`config.mk`:
```
export PLATFORM = sky130hd
export DESIGN_NAME = line_window_feeder_flat
export DESIGN_NICKNAME = d
export VERILOG_FILES = /design/src/rtl/me_pkg.sv /design/src/rtl/line_window_feeder_if.sv /design/src/rtl/line_window_feeder.sv /design/src/flat_wrapper.sv
export SDC_FILE = /design/constraint.sdc
export NUM_CORES = 1
export LEC_CHECK = 0
export CAP_MARGIN = 20
export CORE_MARGIN = 1
export CORE_UTILIZATION = 50
export CTS_BUF_LIST = sky130_fd_sc_hd__clkbuf_16
export DETAILED_ROUTE_END_ITERATION = 8
export PLACE_DENSITY = 0.91
export SYNTH_ARGS = -nofsm -noshare
export SYNTH_HDL_FRONTEND = slang
export SYNTH_SLANG_ARGS = --single-unit
export TNS_END_PERCENT = 100
```
`constraint.sdc`:
```
create_clock -name clk -period 2.86 [get_ports clk]
set_input_delay 0.858 -clock clk [delete_from_list [all_inputs] [get_ports clk]]
set_output_delay 0.858 -clock clk [all_outputs]
set_load 0.05 [all_outputs]
```
`src/rtl/me_pkg.sv`:
```
// Shared types for the sub-pixel absolute-difference front end.
package me_pkg;

  localparam int unsigned PIX_W = 8;
  localparam int unsigned LANES = 8;
  localparam int unsigned ROW_W = PIX_W * LANES;

  // One row of LANES pixels; lane k sits at [k*PIX_W +: PIX_W].
  typedef logic [ROW_W-1:0] row_t;

  typedef enum logic [1:0] {
    PRIME0,
    PRIME1,
    RUN
  } state_e;

endpackage

```
`src/rtl/line_window_feeder_if.sv`:
```
// Reference/original input streams and the window output stream of line_window_feeder.
interface line_window_feeder_if;

  logic          cur_valid;
  logic          cur_ready;
  me_pkg::row_t  cur_pix;

  logic          org_valid;
  logic          org_ready;
  me_pkg::row_t  org_pix_in;

  logic          out_valid;
  logic          out_ready;
  me_pkg::row_t  cur_upper_pix;
  me_pkg::row_t  cur_middle_pix;
  me_pkg::row_t  cur_lower_pix;
  me_pkg::row_t  org_pix;
  logic          out_first;
  logic          out_last;

  // Producer/consumer side (frame reader and abs_diff_line)
  modport master (
    output cur_valid, cur_pix, org_valid, org_pix_in, out_ready,
    input  cur_ready, org_ready, out_valid, cur_upper_pix, cur_middle_pix, cur_lower_pix,
    input  org_pix, out_first, out_last
  );

  // Feeder side
  modport slave (
    input  cur_valid, cur_pix, org_valid, org_pix_in, out_ready,
    output cur_ready, org_ready, out_valid, cur_upper_pix, cur_middle_pix, cur_lower_pix,
    output org_pix, out_first, out_last
  );

endinterface

```
`src/rtl/line_window_feeder.sv`:
```
// Sliding three-row reference window paired with the aligned original row, one registered
// beat per original row. Each block re-primes with two fresh reference rows.
module line_window_feeder
  import me_pkg::*;
#(
  parameter int unsigned BLK_ROWS = 8
) (
  input logic                 clk,
  input logic                 rst,
  line_window_feeder_if.slave bus_io
);

  localparam int unsigned CntW = (BLK_ROWS > 1) ? $clog2(BLK_ROWS) : 1;
  localparam logic [CntW-1:0] LastRow = CntW'(BLK_ROWS - 1);

  state_e          state_q;
  logic [CntW-1:0] row_cnt_q;
  row_t            mid_q, low_q;
  row_t            upper_q, middle_q, lower_q, org_q;
  logic            out_valid_q, out_first_q, out_last_q;

  logic slot_free;
  logic cur_rdy, org_rdy;
  logic run_hs;

  // Ready decode: priming takes reference rows alone, RUN takes both streams together only.
  always_comb begin
    slot_free = !out_valid_q || bus_io.out_ready;
    cur_rdy   = 1'b0;
    org_rdy   = 1'b0;
    if (!rst) begin
      unique case (state_q)
        PRIME0, PRIME1: cur_rdy = 1'b1;
        RUN: begin
          cur_rdy = slot_free && bus_io.cur_valid && bus_io.org_valid;
          org_rdy = cur_rdy;
        end
        default: ;
      endcase
    end
  end

  // org_rdy is only ever high on a joint handshake in RUN
  assign run_hs = org_rdy;

  // FSM, window shift and output register stage.
  always_ff @(posedge clk) begin
    if (rst) begin
      state_q     <= PRIME0;
      row_cnt_q   <= '0;
      mid_q       <= '0;
      low_q       <= '0;
      upper_q     <= '0;
      middle_q    <= '0;
      lower_q     <= '0;
      org_q       <= '0;
      out_valid_q <= 1'b0;
      out_first_q <= 1'b0;
      out_last_q  <= 1'b0;
    end else begin
      unique case (state_q)
        PRIME0: begin
          if (bus_io.cur_valid) begin
            mid_q   <= bus_io.cur_pix;
            state_q <= PRIME1;
          end
        end
        PRIME1: begin
          if (bus_io.cur_valid) begin
            low_q   <= bus_io.cur_pix;
            state_q <= RUN;
          end
        end
        RUN: begin
          if (run_hs) begin
            mid_q <= low_q;
            low_q <= bus_io.cur_pix;
            if (row_cnt_q == LastRow) begin
              row_cnt_q <= '0;
              state_q   <= PRIME0;
            end else begin
              row_cnt_q <= row_cnt_q + 1'b1;
            end
          end
        end
        default: state_q <= PRIME0;
      endcase

      // A pending beat drains on out_ready even while the next block is priming.
      if (run_hs) begin
        upper_q     <= mid_q;
        middle_q    <= low_q;
        lower_q     <= bus_io.cur_pix;
        org_q       <= bus_io.org_pix_in;
        out_valid_q <= 1'b1;
        out_first_q <= (row_cnt_q == '0);
        out_last_q  <= (row_cnt_q == LastRow);
      end else if (bus_io.out_ready) begin
        out_valid_q <= 1'b0;
      end
    end
  end

  assign bus_io.cur_ready      = cur_rdy;
  assign bus_io.org_ready      = org_rdy;
  assign bus_io.out_valid      = out_valid_q;
  assign bus_io.cur_upper_pix  = upper_q;
  assign bus_io.cur_middle_pix = middle_q;
  assign bus_io.cur_lower_pix  = lower_q;
  assign bus_io.org_pix        = org_q;
  assign bus_io.out_first      = out_first_q;
  assign bus_io.out_last       = out_last_q;

endmodule
```
`src/flat_wrapper.sv`:
```
// flat-port wrapper written by rule: the top's interface ports become plain ports
module line_window_feeder_flat import me_pkg::*;
#(
  parameter int unsigned BLK_ROWS = 8
)
  (clk, rst, bus_io_cur_valid, bus_io_cur_pix, bus_io_org_valid, bus_io_org_pix_in, bus_io_out_ready, bus_io_cur_ready, bus_io_org_ready, bus_io_out_valid, bus_io_cur_upper_pix, bus_io_cur_middle_pix, bus_io_cur_lower_pix, bus_io_org_pix, bus_io_out_first, bus_io_out_last);
  line_window_feeder_if bus_io_i ();
  input logic clk;
  input logic rst;
  input wire logic [$bits(bus_io_i.cur_valid)-1:0] bus_io_cur_valid;
  input wire logic [$bits(bus_io_i.cur_pix)-1:0] bus_io_cur_pix;
  input wire logic [$bits(bus_io_i.org_valid)-1:0] bus_io_org_valid;
  input wire logic [$bits(bus_io_i.org_pix_in)-1:0] bus_io_org_pix_in;
  input wire logic [$bits(bus_io_i.out_ready)-1:0] bus_io_out_ready;
  output wire logic [$bits(bus_io_i.cur_ready)-1:0] bus_io_cur_ready;
  output wire logic [$bits(bus_io_i.org_ready)-1:0] bus_io_org_ready;
  output wire logic [$bits(bus_io_i.out_valid)-1:0] bus_io_out_valid;
  output wire logic [$bits(bus_io_i.cur_upper_pix)-1:0] bus_io_cur_upper_pix;
  output wire logic [$bits(bus_io_i.cur_middle_pix)-1:0] bus_io_cur_middle_pix;
  output wire logic [$bits(bus_io_i.cur_lower_pix)-1:0] bus_io_cur_lower_pix;
  output wire logic [$bits(bus_io_i.org_pix)-1:0] bus_io_org_pix;
  output wire logic [$bits(bus_io_i.out_first)-1:0] bus_io_out_first;
  output wire logic [$bits(bus_io_i.out_last)-1:0] bus_io_out_last;
  assign bus_io_i.cur_valid = bus_io_cur_valid;
  assign bus_io_i.cur_pix = bus_io_cur_pix;
  assign bus_io_i.org_valid = bus_io_org_valid;
  assign bus_io_i.org_pix_in = bus_io_org_pix_in;
  assign bus_io_i.out_ready = bus_io_out_ready;
  assign bus_io_cur_ready = bus_io_i.cur_ready;
  assign bus_io_org_ready = bus_io_i.org_ready;
  assign bus_io_out_valid = bus_io_i.out_valid;
  assign bus_io_cur_upper_pix = bus_io_i.cur_upper_pix;
  assign bus_io_cur_middle_pix = bus_io_i.cur_middle_pix;
  assign bus_io_cur_lower_pix = bus_io_i.cur_lower_pix;
  assign bus_io_org_pix = bus_io_i.org_pix;
  assign bus_io_out_first = bus_io_i.out_first;
  assign bus_io_out_last = bus_io_i.out_last;
  line_window_feeder #(.BLK_ROWS(BLK_ROWS)) u_core (.clk(clk), .rst(rst), .bus_io(bus_io_i));
endmodule
```
### Word level (Yosys, flattened, before mapping)

Index checks and enable logic that the tools add are counted.

* flip-flop bits (word level): 392
* input port bits: 133
* output and inout port bits: 261
* word-level logic and storage cells: 50

* add/sub/neg operators: 1
* equality and inequality tests: 7
* multiplexer cells: 17
* reduce and logical (&&, ||, !) cells: 14

Operators with widths (number)
* $pmux W64 S2: 2
* $mux W64: 3
* $mux W2: 4
* $ne A2 B2 Y1 const B: 3
* $pmux W2 S3: 1
* $reduce_and A3 Y1: 2
* $reduce_bool A2 Y1: 3
* $mux W1: 5
* $reduce_and A4 Y1: 1
* $add A3 B1 Y3 const B: 1
* $eq A3 B3 Y1 const B: 1
* $logic_not A3 Y1: 1
* $mux W3: 1
* $eq A2 B1 Y1 const B: 1
* $eq A2 B2 Y1 const B: 1
* $logic_and A1 B1 Y1: 2
* $logic_not A2 Y1: 1
* $ne A2 B1 Y1 const B: 1
* $pmux W1 S2: 1
* $reduce_and A2 Y1: 1
* $reduce_or A2 Y1: 1
* $logic_not A1 Y1: 1
* $logic_or A1 B1 Y1: 1

### Logic depth before layout (Yosys ltp)

Gate-level depths: netlist of run 1.

* word-level depth: 8
* gate-level depth with buffers: 6
* depth with buffers taken out: 5

### Least setup slack after synthesis of run 1

No wires, ideal clock.

* path type: input port to output port
* start point: in rst
* end point: out bus_io_cur_ready
* arrival time: 2.376 ns
* data required time: 2.002 ns
* slack: -0.374 ns
* stages on the path: 5
* path buffers: 4
* cell sequence: buf_2 clkbuf_1 clkbuf_1 clkbuf_1 a21oi_1

* word-level cells in the longest chain between the ends: 1

RTL lines
* start, declared: RTL line flat_wrapper.sv:9 `input logic rst;`
* $mux W1: RTL line line_window_feeder.sv:31 `if (!rst) begin`
* end, declared: RTL line flat_wrapper.sv:15 `output wire logic [$bits(bus_io_i.cur_ready)-1:0] bus_io_cur_ready;`

Every way passes these cells.

### Final worst setup path of run 1

* start point: reg u_core.state_q[1]
* end point: out bus_io_org_ready

* word-level cells in the longest chain between the ends: 3

RTL lines
* start, declared: RTL line line_window_feeder.sv:16 `state_e state_q;`
* start signal, assigned: RTL line line_window_feeder.sv:49 `state_q <= PRIME0;`
* start signal, assigned: RTL line line_window_feeder.sv:65 `state_q <= PRIME1;`
* start signal, assigned: RTL line line_window_feeder.sv:71 `state_q <= RUN;`
* $eq A2 B2 Y1: RTL line line_window_feeder.sv:32 `unique case (state_q)`
* $mux W1: RTL line line_window_feeder.sv:32
* $mux W1: RTL line line_window_feeder.sv:31
* end, declared: RTL line flat_wrapper.sv:16 `output wire logic [$bits(bus_io_i.org_ready)-1:0] bus_io_org_ready;`

Every way passes these cells.

==> results of run 1 <==
worst reg2reg max path, stage by stage (launching register included):
cell,delay (ns)
dfxtp_1,0.59
nor3b_4,0.37
buf_12,0.38
a31o_2,0.30
buf_12,0.24
a211oi_1,0.15
how the worst min path moves through the flow:
stage	start	to	slack, ns	cells after the start
3_5_place_dp	u_core.bus_io.out_last	u_core.bus_io.out_last	0.46	2
3_3_place_gp	u_core.bus_io.out_first	u_core.bus_io.out_first	0.46	2
2_1_floorplan	u_core.mid_q[0]	u_core.bus_io.cur_upper_pix[0]	0.46	1
6_report	u_core.bus_io.out_last	u_core.bus_io.out_last	0.48	2
4_1_cts	u_core.bus_io.out_last	u_core.bus_io.out_last	0.48	2
5_1_grt	u_core.mid_q[20]	u_core.bus_io.cur_upper_pix[20]	0.50	1
cells in the final DEF, fill, tap and decap left out, types with 12 or more instances in the layout:
cell type        synthesis  routed
a211oi_1                64      64
mux2i_1                128     128
buf_12                   0      16
buf_4                    0      13
mux2_2                 257     257
dfxtp_1                392     392
clkbuf_16                0      45
nand2b_1               130     128
inv_1                    3      12
nor2b_1                260     259
clkdlybuf4s50_1          0     387
a311oi_1                64      64
state kept, by name (all words and copies together) (netlist names):
| name | flops |
|---|---|
| u_core.mid_q | 64 |
| u_core.state_q | 2 |
| u_core.bus_io.cur_upper_pix | 64 |
| u_core.bus_io.cur_middle_pix | 64 |
| u_core.low_q | 64 |
| u_core.bus_io.out_first | 1 |
| u_core.bus_io.out_valid | 1 |
| u_core.bus_io.out_last | 1 |
| u_core.bus_io.cur_lower_pix | 64 |
| u_core.row_cnt_q | 3 |
| u_core.bus_io.org_pix | 64 |
metrics by stage:
| stage | util | total power, mW | instances | hold WS, ns |
|---|---|---|---|---|
| 4_1_cts | 0.693 | 12.3 | 2259 | 0.477 |
| 3_5_place_dp | 0.651 | 7.08 | 2185 | 0.465 |
| 2_1_floorplan | - | 6.57 | 1460 | 0.459 |
| 6_report | 0.693 | 12.2 | 2259 | 0.480 |
| 3_3_place_gp | 0.651 | 7.03 | 2185 | 0.456 |
| 5_1_grt | 0.693 | 12.6 | 2259 | 0.499 |
what timing repair did:
action | 4_1_cts | 5_1_grt
hold buffers | 0 | 0
endpoints found under the setup margin | 2 | 0
setup buffers | 0 | 0
resized for setup | 5 | 0
per-layer routing:
layer / vias up / routed length [um] / global-route usage
met5: - / 0 / 0
met4: 0 / 1320 / 0.0914
met3: 96 / 3340 / 0.0742
met2: 379 / 20900 / 0.442
met1: 5844 / 17100 / 0.281
li1: 5759 / - / -
cell families after synthesis:
group	synth area share
AND/OR/NAND/NOR	0.156
flip-flops	0.482
multiplexers	0.256
adder cells (fa/ha/maj)	0.00230
AO/OA/AOI/OAI	0.0695
XOR/XNOR	0.000538
buffers and inverters	0.0339
power by group:
group / switching, mW / total (mW) / internal, mW / leakage (nW)
Combinational: 0.644 / 1.20 / 0.558 / 5.43
Clock: 2.14 / 5.22 / 3.09 / 0.694
Sequential: 0.116 / 5.77 / 5.65 / 3.18
final cells by class:
type / count / area (sq um) / share of cell area
Clock buffer: 45 / 1130 / 0.0511
Clock inverter: 29 / 198 / 0.00898
Inverter: 3 / 15.0 / 0.000682
Multi-Input combinational cell: 935 / 7960 / 0.361
Sequential cell: 392 / 7850 / 0.356
Tap cell: 435 / 544 / 0.0247
Timing Repair Buffer: 420 / 4330 / 0.197
synthesized netlist by cell type:
cell type  number  share of area
a31o_2          1        0.00054
nor2_1          1        0.00023
nand4_1         4         0.0015
o21ai_0         1        0.00031
and2_1          1        0.00038
nand3_2         1        0.00061
nand2_1         1        0.00023
dfxtp_1       392           0.48
nor2b_1       260           0.10
o31ai_1         4         0.0018
nor3b_1         1        0.00046
inv_1           3        0.00069
or3_1           1        0.00038
xnor2_1         1        0.00054
mux2_2        257           0.18
nor3b_4         1         0.0012
a311oi_1       64          0.034
a21oi_1         5         0.0015
nor3_1          1        0.00031
o21ba_2         1        0.00061
and3b_1         1        0.00054
mux2i_1       128          0.079
buf_2          42          0.013
a211oi_1       64          0.029
nand2b_1      130          0.050
a31oi_1         2        0.00077
clkbuf_1       80          0.018
ha_1            3         0.0023
or3b_2          1        0.00054
buf_1           8         0.0018
==> results.sh, run 1 <==
export IMPL_period_minus_slack_ns=2.75
export IMPL_avgRoutedWirePerCell_um=18.9
export IMPL_ys_ff_latch=392
export IMPL_setup_violations=0
export IMPL_die_y_um=183
export IMPL_core_sq_mm=0.0318
export IMPL_synth_avg_cell_area_sq_um=11.2
export IMPL_end_kind="output port"
export IMPL_place_hpwl_mm=27.0
export IMPL_cp_num_cells=4
export IMPL_cap_viol_max_count=0
export IMPL_syn_inst=1460
export IMPL_crit_path_start="u_core.state_q[1]"
export IMPL_r2r_cells=5
export IMPL_period_share=0.963
export IMPL_crit_type="flip-flop to output port"
export IMPL_worstPathRequired_ns=2.00
export IMPL_die_area_sq_mm=0.0333
export IMPL_critPathLaunchType="flip-flop"
export IMPL_grt_max_degree=269
export IMPL_synth_warnings=0
export IMPL_drive_gt1_frac=0.196
export IMPL_crit_buf_inv=2
export IMPL_r2r_end="u_core.mid_q[26]"
export IMPL_viasPerCell=5.35
export IMPL_netlist_area_sq_mm=0.0163
export IMPL_gp_congestion=0.824
export IMPL_max_slew_margin=0.162
export IMPL_synth_fp_nets=1596
export IMPL_antenna_found_initial=0
export IMPL_final_area_sq_mm=0.0220
export IMPL_boundaryPins=394
export IMPL_fp_dieW_um=183
export IMPL_rsz0062_at_grt="no"
export IMPL_grt_pass1_wl_mm=66.8
export IMPL_cts_sinks=392
export IMPL_nets=1930
export IMPL_r2r_start="u_core.state_q[1]"
export IMPL_p_leak_nw=9.30
export IMPL_status="complete, no violations"
export IMPL_p_per_area_mw_per_mm2=554
export IMPL_clock_fmax_mhz=363
export IMPL_critPathMaxStageDelay_ns=0.59
export IMPL_netlist_cell_type_count=30
export IMPL_antenna_cells=0
export IMPL_num_rows=65
export IMPL_wl_mm=42.7
export IMPL_finalHoldViolCount=0
export IMPL_track_usage=0.249
export IMPL_grt_overflow=0
export IMPL_via_count=12100
export IMPL_ys_seq_area_frac=0.482
export IMPL_nFillCells=2197
export IMPL_crit_slowest_cell="dfxtp_1"
export IMPL_clockBufferDepth=3
export IMPL_clk_pin_slew_ns=0.06
export IMPL_slew_violations=0
export IMPL_dr_pass1_iters=4
export IMPL_h_tree_depth=2
export IMPL_start_util=0.512
export IMPL_clock_latency_ns=0.52
export IMPL_setup_worst_path_end="bus_io_org_ready"
export IMPL_cts_root_buf="clkbuf_16"
export IMPL_ir_drop_mv=0.433
export IMPL_dp_slack_ns=-0.150
export IMPL_antenna_left=0
export IMPL_drtIter0Drc=703
export IMPL_place_port_buffers=393
export IMPL_tightest_slew_ns=1.26
export IMPL_crit_chain="nor3b_4 > nand3_4 > clkinvlp_4 > buf_12"
export IMPL_arrival_ns=1.90
export IMPL_cts_inserted_buffers=42
export IMPL_place_area_sq_mm=0.0207
export IMPL_area_growth_pct=35.1
export IMPL_grt_pass1_vias=12600
export IMPL_finalSetupTns_ns=0
export IMPL_drc=0
export IMPL_r2r_slack_ns=0.64
export IMPL_min_path_type="flip-flop to flip-flop"
export IMPL_critical_path_max_fanout=7
export IMPL_fin_ws_ns=0.107
export IMPL_skew_ns=0.0144
export IMPL_cp_top_family="flip-flops"
export IMPL_cts_tree="built"
(Power assumes the default switching activity.)
==> run 2, diff against run 1 <==
--- a/config.mk
+++ b/config.mk
@@ -5,12 +5,13 @@
 export SDC_FILE = /design/constraint.sdc
 export NUM_CORES = 1
 export LEC_CHECK = 0
+export ABC_AREA = 1
 export CAP_MARGIN = 20
 export CORE_MARGIN = 1
-export CORE_UTILIZATION = 50
+export CORE_UTILIZATION = 48
 export CTS_BUF_LIST = sky130_fd_sc_hd__clkbuf_16
 export DETAILED_ROUTE_END_ITERATION = 8
-export PLACE_DENSITY = 0.91
+export PLACE_DENSITY = 0.9
 export SYNTH_ARGS = -nofsm -noshare
 export SYNTH_HDL_FRONTEND = slang
 export SYNTH_SLANG_ARGS = --single-unit
==> run 2 against run 1 <==
Net effect: first-iteration DRC count rose by 61%; setup slack got worse by 0.064 ns; utilization fell by 2.3 points; critical path type is now primary input to output port; critical endpoint is now bus_io_cur_ready; highest routed layer unchanged.
==> results.sh, run 2 <==
export IMPL_r2r_cells=11
export IMPL_clk_pin_slew_ns=0.06
export IMPL_netlist_cell_type_count=24
export IMPL_crit_slowest_cell="clkdlybuf4s50_1"
export IMPL_synth_common_cells="nand2_1 (524), dfxtp_1 (392), nand3_1 (323)"
export IMPL_gp_congestion=0.837
export IMPL_arrival_ns=1.96
export IMPL_critPathLaunchType="primary input"
export IMPL_avgRoutedWirePerCell_um=16.7
export IMPL_critical_path_max_fanout=2
export IMPL_dp_cells=2540
export IMPL_final_common_cell="nand2_1"
export IMPL_synth_edf_count=0
export IMPL_dp_slack_ns=-0.0918
export IMPL_cap_viol_max_count=0
export IMPL_place_hpwl_mm=29.0
export IMPL_netlist_area_sq_mm=0.0146
export IMPL_nets=2330
export IMPL_p_per_area_mw_per_mm2=588
export IMPL_start_util=0.490
export IMPL_viasPerCell=5.33
export IMPL_status="complete, no violations"
export IMPL_cp_top_family="buffers and inverters"
export IMPL_clockBufferDepth=3
export IMPL_min_path_cells=2
export IMPL_ys_ff_latch=392
export IMPL_via_count=13900
export IMPL_worstPathRequired_ns=2.00
export IMPL_slew_violations=0
export IMPL_cts_sinks=392
export IMPL_wl_mm=43.8
export IMPL_clock_fmax_mhz=355
export IMPL_nFillCells=2258
export IMPL_hold_slack_ns=0.442
export IMPL_ir_drop_mv=0.455
export IMPL_antenna_left=0
export IMPL_grt_pass1_wl_mm=68.4
export IMPL_max_slew_margin=0.520
export IMPL_final_cell_mix="nand2_1 (521), dfxtp_1 (392), clkdlybuf4s50_1 (388)"
export IMPL_period_share=0.985
export IMPL_h_tree_depth=2
export IMPL_synth_warnings=0
export IMPL_p_leak_nw=8.03
export IMPL_crit_buf_inv=4
export IMPL_boundaryPins=394
export IMPL_synthMostInstantiatedCell="nand2_1"
export IMPL_holdBufCountCts=0
export IMPL_place_port_buffers=393
export IMPL_critPathMaxStageDelay_ns=0.46
export IMPL_period_minus_slack_ns=2.82
export IMPL_synth_fp_nets=2006
export IMPL_synth_top_area_share=0.539
export IMPL_core_sq_mm=0.0297
export IMPL_drtIter0Drc=1135
export IMPL_track_usage=0.272
export IMPL_yosys_area_top_type="dfxtp_1"
export IMPL_antenna_found_initial=0
export IMPL_die_area_sq_mm=0.0310
export IMPL_antenna_cells=0
export IMPL_grt_max_degree=166
export IMPL_cts_inserted_buffers=41
export IMPL_grt_pass1_vias=13400
export IMPL_dr_pass1_iters=8
export IMPL_skew_ns=0.0153
export IMPL_clock_latency_ns=0.52
export IMPL_setup_violations=0
export IMPL_fp_dieW_um=176
export IMPL_cts_root_buf="clkbuf_16"
export IMPL_critPathMostFrequentCell="nand2_2"
export IMPL_crit_chain="clkdlybuf4s50_1 > nand2_1 > clkinv_1 > nand2_2 > inv_2 > nand2_2 > a21oi_4 > buf_12"
export IMPL_finalHoldViolCount=0
export IMPL_drive_gt1_frac=0.0490
export IMPL_final_area_sq_mm=0.0199
export IMPL_end_kind="output port"
export IMPL_fin_ws_ns=0.0422
export IMPL_min_path_type="flip-flop to flip-flop"
export IMPL_syn_inst=1870
export IMPL_synth_main_ff_cell="dfxtp_1"
export IMPL_drc=0
export IMPL_crit_type="primary input to output port"
export IMPL_die_y_um=176
export IMPL_fin_util=0.669
export IMPL_grt_overflow=0
export IMPL_ys_seq_area_frac=0.539
export IMPL_async_reset_ff_frac=0
export IMPL_area_growth_pct=36.6
export IMPL_num_rows=63
export IMPL_finalNonFillerCells=2614
export IMPL_rsz0062_at_grt="no"
export IMPL_synth_avg_cell_area_sq_um=7.79
export IMPL_place_area_sq_mm=0.0186
export IMPL_cp_num_cells=8
export IMPL_tightest_slew_ns=0.720
export IMPL_power_mw=11.7
export IMPL_cts_tree="built"
export IMPL_finalSetupTns_ns=0
export IMPL_synth_area_top_cells="dfxtp_1 (54%), nand2_1 (14%), nand3_1 (11%), o21ai_0 (5.4%), a21oi_1 (4.6%)"
==> run 2: kinds of logic after synthesis <==
family | synth area share
buffers and inverters | 0.0934
flip-flops | 0.539
AND/OR/NAND/NOR | 0.251
AO/OA/AOI/OAI | 0.114
adder cells (fa/ha/maj) | 0.00258
==> run 2: path summary, 6_finish.rpt <==
check | from | to | slack, ns
worst max-delay path | bus_io_org_valid | bus_io_cur_ready | 0.04
worst min-delay path | u_core.mid_q[49] | u_core.bus_io.cur_upper_pix[49] | 0.44
worst min register to register | u_core.mid_q[49] | u_core.bus_io.cur_upper_pix[49] | 0.44
worst max register to register | u_core.bus_io.out_valid | u_core.low_q[43] | 0.91
==> run 2: final cells by class <==
cell class                      instances  area [sq um]  share of cell area
Multi-Input combinational cell       1192          5400               0.271
Timing Repair Buffer                  428          4330               0.218
Clock buffer                           43          1080              0.0541
Clock inverter                         30           215              0.0108
Tap cell                              390           488              0.0245
Sequential cell                       392          7850               0.395
Inverter                              139           532              0.0267
==> run 2: worst reg2reg max path, stage by stage, from the launching register on <==
cell     delay [ns]
dfxtp_1        0.36
nand2_2        0.10
nand2_2        0.09
inv_2          0.06
buf_12         0.12
nand2_8        0.05
buf_4          0.14
nand2_2        0.10
inv_2          0.07
buf_4          0.44
nand2_1        0.18
a21oi_1        0.17
==> run 2: where the power goes <==
| group | total [mW] | switching [mW] | internal (mW) |
|---|---|---|---|
| sequential | 5.66 | 0.0699 | 5.59 |
| clock | 5.12 | 2.13 | 2.99 |
| combinational | 0.925 | 0.560 | 0.364 |
| total | 11.7 | 2.76 | 8.94 |
==> run 2: repair_timing <==
| item | in CTS | in global routing |
|---|---|---|
| gates resized for setup | 3 | 4 |
| buffers inserted | 1 | 0 |
| pin swaps | 1 | 2 |
| endpoints found under the setup margin | 1 | 2 |
==> run 2: per-layer routing <==
metal,up-vias,wire (um),GRT usage
met5,-,0,0
met4,0,2030,0.131
met3,145,3660,0.0624
met2,631,21300,0.471
met1,6447,16800,0.315
li1,6705,-,-
